[src/rtl/tpu_ctrl_responder.sv]
// tpu_ctrl_responder
//   FPGA-side end of the HPS<->FPGA control handshake. The 32-bit control
//   word from the HPS is brought into the CLOCK domain through a 2-flop
//   synchronizer and decoded. One matrix job is launched per go handshake
//   and watched for completion or hang. A single done/status bit goes back
//   to the HPS.
//
// Ports
//   CLOCK            system clock
//   RESET_N          asynchronous active-low reset
//   control_to_FPGA  HPS control word (async): [0] clr, [1] go, [2] ack,
//                    [3] reserved, [7:4] opcode, [15:8] count,
//                    [31:16] base_addr
//   control_to_HPS   done/status back to the HPS (high in DONE and ERROR)
//   eng_start        one-cycle job launch pulse to the engine
//   eng_abort        one-cycle abort pulse when a live job is cleared
//   eng_opcode       opcode latched at launch
//   eng_count        element count latched at launch
//   eng_base_addr    base address latched at launch
//   eng_tile         job index since the last clear (wraps)
//   eng_done         engine completion pulse (only honoured in RUN)
//   err              sticky timeout flag, cleared only by clr
module tpu_ctrl_responder #(
  parameter int TILE_W         = 4,
  parameter int TIMEOUT_CYCLES = 4096,
  parameter int TO_W           = 13
) (
  input  logic              CLOCK,
  input  logic              RESET_N,
  input  logic [31:0]       control_to_FPGA,
  output logic              control_to_HPS,
  output logic              eng_start,
  output logic              eng_abort,
  output logic [3:0]        eng_opcode,
  output logic [7:0]        eng_count,
  output logic [15:0]       eng_base_addr,
  output logic [TILE_W-1:0] eng_tile,
  input  logic              eng_done,
  output logic              err
);

  typedef enum logic [2:0] {
    S_IDLE,
    S_LAUNCH,
    S_RUN,
    S_DONE,
    S_ACK_LOW,
    S_ERROR
  } state_t;

  localparam logic [TO_W-1:0] TO_LAST = TO_W'(TIMEOUT_CYCLES - 1);

  state_t           state;
  state_t           next_state;
  logic [31:0]      ctl_meta;
  logic [31:0]      ctl_sync;
  logic [TO_W-1:0]  to_cnt;
  logic             abort_q;

  logic             clr_s;
  logic             go_s;
  logic             ack_s;
  logic             unused_reserved;

  assign clr_s           = ctl_sync[0];
  assign go_s            = ctl_sync[1];
  assign ack_s           = ctl_sync[2];
  assign unused_reserved = ctl_sync[3];

  // Whole word is synchronized; the HPS keeps [31:4] stable while go is
  // high, so no per-field skew handling is needed.
  always_ff @(posedge CLOCK or negedge RESET_N) begin
    if (!RESET_N) begin
      ctl_meta <= '0;
      ctl_sync <= '0;
    end else begin
      ctl_meta <= control_to_FPGA;
      ctl_sync <= ctl_meta;
    end
  end

  always_ff @(posedge CLOCK or negedge RESET_N) begin
    if (!RESET_N) state <= S_IDLE;
    else          state <= next_state;
  end

  always_comb begin
    next_state = state;
    if (clr_s) begin
      next_state = S_IDLE;
    end else begin
      case (state)
        S_IDLE:    if (go_s) next_state = S_LAUNCH;
        S_LAUNCH:  next_state = S_RUN;
        // Completion is checked before expiry so a coincident done wins.
        S_RUN: begin
          if (eng_done)              next_state = S_DONE;
          else if (to_cnt == TO_LAST) next_state = S_ERROR;
        end
        S_DONE:    if (ack_s) next_state = S_ACK_LOW;
        S_ACK_LOW: begin
          if (!ack_s) next_state = go_s ? S_LAUNCH : S_IDLE;
        end
        S_ERROR:   next_state = S_ERROR;
        default:   next_state = S_IDLE;
      endcase
    end
  end

  // Job fields, tile index, timeout counter and the abort pulse.
  always_ff @(posedge CLOCK or negedge RESET_N) begin
    if (!RESET_N) begin
      eng_opcode    <= '0;
      eng_count     <= '0;
      eng_base_addr <= '0;
      eng_tile      <= '0;
      to_cnt        <= '0;
      abort_q       <= 1'b0;
    end else begin
      abort_q <= clr_s && ((state == S_LAUNCH) || (state == S_RUN));

      // next_state can only be LAUNCH when clr_s is low.
      if (next_state == S_LAUNCH) begin
        eng_opcode    <= ctl_sync[7:4];
        eng_count     <= ctl_sync[15:8];
        eng_base_addr <= ctl_sync[31:16];
      end

      if (clr_s)
        eng_tile <= '0;
      else if ((state == S_DONE) && ack_s)
        eng_tile <= eng_tile + 1'b1;

      if (state == S_LAUNCH)
        to_cnt <= '0;
      else if ((state == S_RUN) && !eng_done && (to_cnt != TO_LAST))
        to_cnt <= to_cnt + 1'b1;
    end
  end

  always_comb begin
    eng_start      = (state == S_LAUNCH) && !clr_s;
    eng_abort      = abort_q;
    control_to_HPS = (state == S_DONE) || (state == S_ERROR);
    err            = (state == S_ERROR);
  end

endmodule

[config.mk]
export PLATFORM = sky130hd
export DESIGN_NAME = tpu_ctrl_responder
export DESIGN_NICKNAME = d
export VERILOG_FILES = /design/src/rtl/tpu_ctrl_responder.sv
export SDC_FILE = /design/constraint.sdc
export NUM_CORES = 1
export LEC_CHECK = 0
export CAP_MARGIN = 20
export CORE_UTILIZATION = 58
export CTS_BUF_LIST = sky130_fd_sc_hd__clkbuf_8
export DETAILED_ROUTE_END_ITERATION = 8
export PLACE_DENSITY = 0.91
export SKIP_LAST_GASP = 1
export SYNTH_ARGS = -nofsm -noshare
export SYNTH_HDL_FRONTEND = slang
export SYNTH_SLANG_ARGS = --single-unit
[constraint.sdc]
create_clock -name CLOCK -period 6.3 [get_ports CLOCK]
set_input_delay 1.575 -clock CLOCK [delete_from_list [all_inputs] [get_ports CLOCK]]
set_output_delay 1.575 -clock CLOCK [all_outputs]
set_load 0.005 [all_outputs]
# After elaboration in Yosys (flattened, before gate mapping)
# Index checks and enable logic that the tools add are counted.
# op_classes
addsub	2
eq_ne	8
n_mux	12
reduce_logical	12
# ops
operator	n
2-to-1 mux 13 bit	2
2-to-1 mux 3 bit	6
one-hot mux 3 bit (6 select lines)	1
adder 13 x 1 -> 13 bit, second input constant	1
equality test 13 x 12 -> 1 bit, second input constant	1
!= test 13 x 12 -> 1 bit, second input constant	1
2-to-1 mux 4 bit	2
equality test 3 x 1 -> 1 bit, second input constant	2
equality test 3 x 2 -> 1 bit, second input constant	2
equality test 3 bit, second input constant	2
logical AND 1 bit	5
adder 4 x 1 -> 4 bit, second input constant	1
nonzero test 2 bit	2
zero test 3 bit	1
zero test 1 bit	2
logical OR 1 bit	2
2-to-1 mux 1 bit	1
# word_totals
regBits	113
output_inout_bits	36
wordCells	43

# Logic depth before layout (Yosys ltp)
# Gate-level depths: netlist of run 1.
# logic_depth
ltp_word	6
mapped_depth	7
ltp_nobuf	6

# Worst setup path before layout of run 1
# No wires, ideal clock.
# synth_path
path_kind	input to register
start	input port eng_done
end	register eng_base_addr[10]
setup_ns	0.125
arrival_ns	3.124
required_ns	6.175
slack_ns	3.050
cell_stages	6
path_cell_list	or4b_1 buf_2 o221a_4 o211ai_4 buf_12 mux2_4
# synth_via
elab_chain_cells	4
# synth_rtl
item	line_no	source
start: declaration	38	input logic eng_done,
2-to-1 mux 3 bit	97	if (eng_done) next_state = S_DONE;
one-hot mux 3 bit (6 select lines)	92	case (state)
2-to-1 mux 3 bit	89	if (clr_s) begin
equality test 3 x 1 -> 1 bit	123	if (next_state == S_LAUNCH) begin
end signal: assignment	126	eng_base_addr <= ctl_sync[31:16];
end: declaration	36	output logic [15:0] eng_base_addr,
# No other way between the ends.
# A chain may end at the register's enable or synchronous reset.

# Final worst setup path of run 1
# layout_path
start	register state[0]
end	output port eng_start
# layout_via
elab_chain_cells	2
# layout_rtl
item	line_no	source
start: declaration	53	state_t state;
start signal: assignment	84	else state <= next_state;
equality test 3 x 1 -> 1 bit	142	eng_start = (state == S_LAUNCH) && !clr_s;
logical AND 1 bit	142	
end: declaration	32	output logic eng_start,
# No other way between the ends.

==> metrics.txt, run 1 <==
result of the run=finished, violations left; violated checks=design-rule violations; Hold Crit Endpoint=ctl_sync[5]; worst slew margin relative to its limit=0.549; GR Overflow Total=0; clock sink count=111; internal power=1.23 mW; number of buffers added by the clock tree synthesis step=9; Post-CTS Repair Setup Buffers=0; global-route usage over all layers=0.202; area fraction in compound gates after synthesis=0.0445; layout overhead on the synthesized area=23.0%; Worst-Margin Slew=0.676 ns; Synth Area in XOR/XNOR=0.0313; maximum capacitance violations=0; Final Hold Violating Endpoints=0; IO buf count=69; average wire per standard cell=16.2 um; H-tree levels=3; EDFF count, synth=0; combinational family with the most area after synthesis=multiplexers; Post-Synth Adder-Cell Area=0.00640; aggregate routed wire length=6.40 mm; end of the worst register-to-register path=eng_base_addr[2]; cell leakage power=2.17 nW; Max Clock Skew=0.0133 ns; Max clock buf depth=2; Peak VDD IR=0.205 mV; number of distinct library cells after synthesis=43; Total Negative Setup Slacks=0 ns; category of the worst setup path capture point=output pin; hold_sp=ctl_meta[5]; commonest cells after routing, fill and taps aside=sky130_fd_sc_hd__dfrtp_1, sky130_fd_sc_hd__clkdlybuf4s50_1, sky130_fd_sc_hd__mux2_4; global-route wire length before repair=10.8 mm; cells after synthesis=240; dpl cells=378; number of cells in the finished layout apart from fillers=395; largest area contributor in the synthesized netlist=sky130_fd_sc_hd__dfrtp_1; largest net degree at the start of global routing=58; number of cell rows=29; synth warn=0; post-detail-place hpwl=4.39 mm; clock tree from TritonCTS=done; Remaining DRCs=6; data arrival time of the critical path=2.17 ns; Seq/Total Area, Yosys=0.710; proportion of synthesized area in mux cells=0.107; crit path launch type=register; number of vias after detailed routing=2125; most common flop cell mapped by yosys=sky130_fd_sc_hd__dfrtp_1; Clk Latency, worst-skew pair=0.35 ns; number of buffers added to fix hold violations after cts=0; synthesized net count=277; count of state elements after synthesis=111; origin of the critical flop-to-flop path=state[0]; leading cell type in the layout, fill and taps excluded=sky130_fd_sc_hd__dfrtp_1; NumNets Final=350; hold path depth=0; proportion of power drawn by combinational gates=0.229; number of global-route vias before repair=2214; fill cell instance count of the final layout=374; RSZ-0062 raised after global routing=no; sequential power share=0.543; switching power of the nets=0.402 mW; width of the die=84.1 um; count of routing violations after the opening detailed-route iteration=165; crit-path max FO=14; clock period minus worst slack=3.74 ns; antenna cells=0; kind of path behind the tightest hold check=register to register; fmax=267 MHz; final cycle utilization of the critical path=0.594; switching part of the total=0.247; share of final-layout standard cells stronger than drive strength 1=0.176; area of the core=6420 sq um; netlist area before placement=3910 sq um; crit path kind=register to output pin; Clk pwr share=0.228; GPL Wtd Cong=0.800; vertical die dimension=84.1 um; detailed-router iteration count before antenna repair=6; area share of the leading cell type in the synthesized netlist=0.710; starting density of the core=0.609; antenna violations before repair=0; top post-synthesis cells by area=sky130_fd_sc_hd__dfrtp_1, sky130_fd_sc_hd__mux2_4, sky130_fd_sc_hd__mux2_2, sky130_fd_sc_hd__xor2_1, sky130_fd_sc_hd__nor2_1; mean post-synth cell area=16.3 sq um; clock-pin slew on the worst setup and hold paths=0.09 ns; slack of the worst reg-to-reg path=3.62 ns; share of synthesized cell area in and, or, nand and nor gates=0.0790; Data required, critical path=4.72 ns; fin. max-slew vios=0; Top Ports=71; R2R depth=5; die area=7080 sq um; Routed Antenna Nets=0; Power per Cell Area=339 nW/um^2; number of gates given a new drive strength after cts=0; overall power=1.63 mW; routed vias/inst=5.38; Setup Viol. Count Final=0; buffer cell driving the clock tree root=sky130_fd_sc_hd__clkbuf_8; share of synthesized registers carrying an async set or reset=1.00
state kept, by name, summed over array words and instances (netlist names):
name and cells:
eng_tile 4, ctl_sync 31, eng_count 8, eng_abort 1, to_cnt 13, eng_base_addr 16
ctl_meta 31, eng_opcode 4, state 3
cell type report:
class                   count  area, sq um  area share
clock buffers               9          124      0.0257
clock inverters             7         50.0      0.0104
inverters                   1         3.75    0.000780
multi-input cells         118         1050       0.218
flip-flops and latches    111         2780       0.577
well taps                  77         96.3      0.0200
repair buffers             72          708       0.147
power by group through the flow:
| stage | Combinational [mW] | Sequential, mW | Clock [mW] |
|---|---|---|---|
| finish | 0.374 | 0.886 | 0.373 |
| global route | 0.399 | 0.900 | 0.413 |
| CTS | 0.379 | 0.888 | 0.382 |
| detailed placement | 0.376 | 0.900 | 0 |
| global placement | 0.364 | 0.892 | 0 |
| floorplan | 0.156 | 0.890 | 0 |
per-layer routing:
metal  GRT usage  part of all wire  wire length [um]  up-vias
met2       0.336              0.52              3340       56
li1            -                 -                 -      971
met3      0.0501             0.043               276        8
met4      0.0752             0.013                84        0
met1       0.263              0.42              2700     1090
met5           0                 0                 0        -
how the worst max path moves through the flow:
stage / from / to / slack (ns) / cells past startpoint
global route: state[0] / eng_start / 2.46 / 3
floorplan: eng_done / eng_base_addr[10] / 3.05 / 6
global placement: eng_done / eng_base_addr[2] / 2.23 / 6
finish: state[0] / eng_start / 2.56 / 3
detailed placement: eng_done / eng_base_addr[3] / 2.19 / 6
CTS: state[0] / eng_start / 2.55 / 3
critical path, cell delays in order (launching register included):
cell                              delay (ns)
sky130_fd_sc_hd__dfrtp_1                0.66
sky130_fd_sc_hd__or3b_2                 0.54
sky130_fd_sc_hd__nor2_1                 0.11
sky130_fd_sc_hd__clkdlybuf4s50_1        0.50
metrics by stage:
stage               cell area, sq um  worst slack [ns]  hold slack [ns]   util
CTS                             4810              2.55            0.356  0.748
finish                          4810              2.56            0.356  0.749
global placement                4630              2.23            0.331  0.721
detailed placement              4630              2.19            0.335  0.721
global route                    4810              2.46            0.368  0.749
floorplan                       3910              3.05            0.331      -
synth_stat cells, types with 2 or more instances:
cell and instances:
sky130_fd_sc_hd__a21boi_0 2, sky130_fd_sc_hd__and3_1 3, sky130_fd_sc_hd__and4_1 2, sky130_fd_sc_hd__buf_12 2
sky130_fd_sc_hd__buf_2 5, sky130_fd_sc_hd__clkbuf_1 2, sky130_fd_sc_hd__dfrtp_1 111, sky130_fd_sc_hd__ha_1 2
sky130_fd_sc_hd__mux2_2 8, sky130_fd_sc_hd__mux2_4 20, sky130_fd_sc_hd__mux2i_1 3, sky130_fd_sc_hd__nand2_1 8
sky130_fd_sc_hd__nand3_1 5, sky130_fd_sc_hd__nand4_1 7, sky130_fd_sc_hd__nor2_1 18, sky130_fd_sc_hd__nor3b_1 2
sky130_fd_sc_hd__or2_2 2, sky130_fd_sc_hd__xnor2_1 4, sky130_fd_sc_hd__xor2_1 10
logic make-up (layout without fill, tap and decap cells):
kind of cell,after synthesis,count (layout)
fa+ha+maj,2,2
xor+xnor,14,14
simple gates,56,56
compound gates,15,15
flops,111,111
buf+inv,11,89
mux,31,31
Power figures use the tool's default switching activity.
==> run 2: changes to the inputs <==
- CORE_UTILIZATION: 58 -> 49
- PLACE_DENSITY: 0.91 -> 0.82
- clock period: 6.3 -> 3.2 ns (I/O delays scaled with it)
==> run 2 against run 1 <==
The run now ends clean; cell area increased by 2.2%; sequential share of layout area shrank 1.2 points; count of clock-buffer cells in the layout did not move; largest cell class unchanged; core utilization fell by 11 points; flip-flop and latch count unchanged; critical endpoint unchanged; critical path depth stayed put; sequential power rose by 96%; first-iteration DRC count shrank 52%.
==> metrics.txt, run 2 (synthesis gave the netlist of run 1 again) <==
leading cell type in the layout, fill and taps excluded=sky130_fd_sc_hd__dfrtp_1; maximum capacitance violations=0; GR Overflow Total=0; GPL Wtd Cong=0.821; cell-by-cell trace of the critical path=or3b_2 -> nor2_1 -> clkdlybuf4s50_1; Worst-Margin Slew=0.701 ns; count of routing violations after the opening detailed-route iteration=79; result of the run=completed; width of the die=91.4 um; clock sink count=111; number of vias after detailed routing=2095; Total Negative Setup Slacks=0 ns; placed cell areas=4720 sq um; Largest stage delay, worst path=0.58 ns; buffer cell driving the clock tree root=sky130_fd_sc_hd__clkbuf_8; average wire per standard cell=14.4 um; aggregate routed wire length=6.08 mm; IO buf count=69; H-tree levels=3; commonest cells after routing, fill and taps aside=sky130_fd_sc_hd__dfrtp_1, sky130_fd_sc_hd__clkdlybuf4s50_1, sky130_fd_sc_hd__mux2_4; kind of path behind the tightest hold check=register to register; routed vias/inst=4.95; Final Hold Violating Endpoints=0; number of cell rows=32; clock-pin slew on the worst setup and hold paths=0.10 ns; Power per Cell Area=669 nW/um^2; Max Clock Skew=0.0118 ns; number of gates given a new drive strength after cts=0; post-detail-place hpwl=4.09 mm; detailed-router iteration count before antenna repair=4; vertical die dimension=91.4 um; antenna violations before repair=0; worst slew margin relative to its limit=0.533; Data required, critical path=2.40 ns; NumNets Final=353; cell leakage power=2.20 nW; Clk Latency, worst-skew pair=0.36 ns; registers with the most flip-flops=ctl_meta: 31 flops, ctl_sync: 31 flops, eng_base_addr: 16 flops; antenna cells=0; Max clock buf depth=2; share of final-layout standard cells stronger than drive strength 1=0.190; global-route wire length before repair=10.4 mm; final cycle utilization of the critical path=0.896; crit path kind=register to output pin; clock tree from TritonCTS=done; starting density of the core=0.506; Routed Antenna Nets=0; layout overhead on the synthesized area=25.6%; clock period minus worst slack=2.87 ns; Top Ports=71; Post-CTS Repair Setup Buffers=0; fmax=349 MHz; Setup Viol. Count Final=0; data arrival time of the critical path=2.07 ns; largest net degree at the start of global routing=58; Max stage delay cell, worst path=sky130_fd_sc_hd__or3b_2; post-route cell area=4910 sq um; Remaining DRCs=0; fin. max-slew vios=0; die area=8350 sq um; category of the worst setup path capture point=output pin; number of global-route vias before repair=2063; crit path launch type=register; area of the core=7730 sq um; Peak VDD IR=0.392 mV; number of buffers added by the clock tree synthesis step=9; global-route usage over all layers=0.163; number of buffers added to fix hold violations after cts=0; RSZ-0062 raised after global routing=no; crit-path max FO=11
==> run 2: critical path, delay by kind of cell (launching register included) <==
family,cells,cell delay (ns)
AND/OR/NAND/NOR,2,0.69
flip-flops,1,0.53
buffers and inverters,1,0.50
==> run 2: metal layers <==
metal | up-vias | global-route usage | routed length [um]
met5 | - | 0 | 0
met4 | 0 | 0.0741 | 118
met3 | 11 | 0.0410 | 259
met2 | 56 | 0.242 | 2970
met1 | 1048 | 0.229 | 2740
li1 | 980 | - | -
==> run 2: stage by stage <==
stage                     worst slack [ns]   util  std cells  hold slack, ns  power (mW)
after floorplan                      0.725      -        240           0.331        2.06
after global placement               0.220  0.611        407           0.332        2.49
after detailed placement             0.214  0.611        407           0.335        2.52
after CTS                            0.305  0.636        423           0.359        3.33
after global routing                 0.204  0.636        423           0.364        3.46
final                                0.333  0.636        423           0.357        3.29
==> run 2: path summary, 6_finish.rpt <==
path                             start           end  slack (ns)  cells after the start
max                           state[1]     eng_start        0.33                      3
min                        ctl_meta[1]   ctl_sync[1]        0.36                      0
max reg2reg                   state[0]  eng_count[7]        0.94                      6
min reg2reg                ctl_meta[1]   ctl_sync[1]        0.36                      0
max in group asynchronous      RESET_N  ctl_sync[16]        2.04                      2
min in group asynchronous      RESET_N   eng_tile[2]        0.48                      1
==> run 2: power by group <==
part / switching [mW] / leakage [nW] / internal (mW)
clock: 0.492 / 0.103 / 0.311
sequential: 0.122 / 1.34 / 1.61
combinational: 0.216 / 0.760 / 0.531
total: 0.830 / 2.20 / 2.46
==> run 2: cell type report <==
class | instances | area (sq um)
Timing Repair Buffer | 75 | 758
Multi-Input combinational cell | 118 | 1050
Clock buffer | 9 | 124
Tap cell | 102 | 128
Inverter | 1 | 3.75
Fill cell | 583 | 2810
Sequential cell | 111 | 2780
Clock inverter | 7 | 72.6
==> patch 1 (flow settings as in run 1) <==
Re-encode `state_t` (6 states) as Gray code, 3 bits wide.
--- a/src/rtl/tpu_ctrl_responder.sv
+++ b/src/rtl/tpu_ctrl_responder.sv
@@ -41,10 +41,10 @@
 
   typedef enum logic [2:0] {
-    S_IDLE,
-    S_LAUNCH,
-    S_RUN,
-    S_DONE,
-    S_ACK_LOW,
-    S_ERROR
+    S_IDLE    = 3'b000,
+    S_LAUNCH  = 3'b001,
+    S_RUN     = 3'b011,
+    S_DONE    = 3'b010,
+    S_ACK_LOW = 3'b110,
+    S_ERROR   = 3'b111
   } state_t;
 
Function: no difference found for any inputs over 10 cycles, from zero or initial values and one cycle with RESET_N low; not proved beyond that.
==> patch 1 against run 1 <==
Via count down 1.5%; core utilization up 2.0 points; final cell count down 1.0%; setup slack better by 0.15 ns; sequential cell count unchanged; critical path depth up 1; cell area down 3.1%; routed wire length down 12%; power down 12%; synthesized area down 4.5%; critical path type unchanged; critical endpoint unchanged; largest power group unchanged.
==> patch 1: results <==
export IMPL_vdd_ir_drop_worst_uv=268.6
export IMPL_worstHoldStart="ctl_meta[26]"
export IMPL_nNonClkBuffers=70
export IMPL_drtPass1Iterations=4
export IMPL_reg2reg_slack_ns=4.14
export IMPL_fin_crit_sh=0.5705
export IMPL_clk_share=0.03810
export IMPL_multiInputGateArea_sq_um=907.1
export IMPL_met1_length_mm=2.386
export IMPL_layout_drive_gt1_share=0.1709
export IMPL_skew_ns=0.01078
export IMPL_vias_per_cell=5.355
export IMPL_dpl_cell_area_sq_um=4486
export IMPL_dp_cells=376
export IMPL_p_clk_frac=0.266
export IMPL_gp_congestion=0.8285
export IMPL_synth_fp_nets=276
export IMPL_whs_ns=0.3491
export IMPL_synth_common_cells="dfrtp_1 (111), mux2_2 (28), nor2_1 (12)"
export IMPL_arrival_ns=2.02
export IMPL_status="finished clean"
export IMPL_post_drt_wl_per_cell_microns=14.43
export IMPL_dr_total_vias=2094
export IMPL_syn_inst=239
export IMPL_dpl_hpwl_mm=3.818
export IMPL_wl_met3_microns=315
export IMPL_swShare=0.2397
export IMPL_first_global_vias=2010
export IMPL_synth_compound_area_frac=0.04956
export IMPL_die_w_microns=82.26
export IMPL_synth_area_leaders="dfrtp_1 (74%), mux2_2 (8.4%), nor2_1 (1.2%), and4bb_2 (1.0%), nand4_1 (1.0%)"
export IMPL_synth_xor_xnor_area_share=0.007033
export IMPL_place_ws_ns=3.094
[patch 1: changes by cell type in the layout (fill, tap and decap cells not counted), sizes merged, moves of 3 or more]
cell    before  now
a21oi        1    7
and4bb       0    3
nand3        6    3
nor2        18   12
o211ai       1    4
o21ai        1    6
o31ai        0    4
or3          1    4
xnor2        4    1
xor2        10    2
[patch 1: worst max-delay path: stages, from the launching register on]
cell             delay, ns
dfrtp_1               0.47
nand2b_4              0.19
or2_2                 0.38
nor2_1                0.11
clkdlybuf4s50_1       0.50
[patch 1: power groups by stage]
stage	Clock (W)	Sequential [W]	Combinational (W)
floorplan	0	0.000835	0.0000733
global placement	0	0.000836	0.000221
detailed placement	0	0.000842	0.000229
CTS	0.000395	0.000827	0.000230
global route	0.000419	0.000836	0.000245
finish	0.000381	0.000826	0.000225
==> patch 2 (flow settings as in run 1) <==
Without the edit above. `TO_W`: 13 -> 9.
--- a/src/rtl/tpu_ctrl_responder.sv
+++ b/src/rtl/tpu_ctrl_responder.sv
@@ -24,5 +24,5 @@
   parameter int TILE_W         = 4,
   parameter int TIMEOUT_CYCLES = 4096,
-  parameter int TO_W           = 13
+  parameter int TO_W           = 9
 ) (
   input  logic              CLOCK,
Function: same outputs for any inputs over 10 cycles, from zero or initial values and one cycle with RESET_N low; that may be too few to reach the edited logic, so the function may still have changed.
==> patch 2 against run 1 <==
Cell area is 6.0% lower; critical path type unchanged; fmax down 1.0%; setup slack worse by 0.039 ns; sequential cell count down 4; die area decreased by 9.5%; power decreased by 8.5%; synthesized area is 9.7% lower; register-to-register slack gained 0.43 ns; routed wire length down 13%; highest routed layer unchanged; critical path depth is the same.
==> patch 2: results <==
export IMPL_status="finished clean"
export IMPL_gp_congestion=0.7842
export IMPL_grtUsageMet1=0.2573
export IMPL_synth_fa_ha_area_frac=0.01063
export IMPL_grt_usage=0.1962
export IMPL_worst_path_max_delay_cell="or3b_2"
export IMPL_met3_usage=0.05486
export IMPL_p_sw_w=0.0003395
export IMPL_critPathTopFamily="simple AND/OR/NAND/NOR gates"
export IMPL_skew_ns=0.005789
export IMPL_synth_mux_area_frac=0.1091
export IMPL_worstHoldStart="ctl_meta[23]"
export IMPL_drtIter0Drc=97
export IMPL_synth_distinct_cells=31
export IMPL_synth_compound_area_frac=0.03153
export IMPL_max_slew_margin=0.5758
export IMPL_dpl_hpwl_mm=3.675
export IMPL_dpl_cell_area_sq_um=4288
export IMPL_hold_end="ctl_sync[23]"
export IMPL_layout_drive_gt1_share=0.1400
export IMPL_reg2reg_slack_ns=4.05
export IMPL_whs_ns=0.3556
export IMPL_place_ws_ns=2.905
export IMPL_seq_power_share=0.541
export IMPL_met1_length_mm=2.390
export IMPL_comb_power_share=0.153
export IMPL_reg2reg_from="to_cnt[0]"
export IMPL_dr_total_vias=1987
export IMPL_syn_inst=222
export IMPL_first_global_vias=1973
export IMPL_nets=333
export IMPL_vias_per_cell=5.299
export IMPL_arrival_ns=2.21
export IMPL_r2r_end="to_cnt[4]"
export IMPL_synth_area_leaders="dfrtp_1 (76%), mux2_2 (7.0%), mux2i_1 (2.0%), mux2_1 (1.9%), nand2_1 (1.2%)"
export IMPL_worst_path_largest_cell_delay_ns=0.63
-- patch 2: cell types whose count changed in the layout (fill, tap and decap cells not counted), moves of 4 or more --
cell | before | now
mux2i_1 | 3 | 7
dfrtp_1 | 111 | 107
mux2_4 | 20 | 0
o21ai_0 | 1 | 6
xor2_1 | 10 | 1
mux2_2 | 8 | 22
nor2_1 | 18 | 4
nand4_1 | 7 | 1
mux2_1 | 0 | 6
-- patch 2: how the worst max path moves through the flow --
stage                        start   endpoint  slack [ns]
after floorplan           state[1]  eng_start        3.41
after global placement    state[0]  eng_start        2.94
after detailed placement  state[0]  eng_start        2.91
after CTS                 state[0]  eng_start        2.50
after global routing      state[0]  eng_start        2.38
final                     state[0]  eng_start        2.52
-- patch 2: layout make-up --
class,count,area [sq um],share of cell area
tap,75,93.84,0.02075
clock inverter,6,96.34,0.02131
sequential,107,2678,0.5921
timing repair buffer,71,703.2,0.1555
clock buffer,10,137.6,0.03044
inverter,1,3.754,0.0008301
multi-input combinational,105,809.5,0.1790
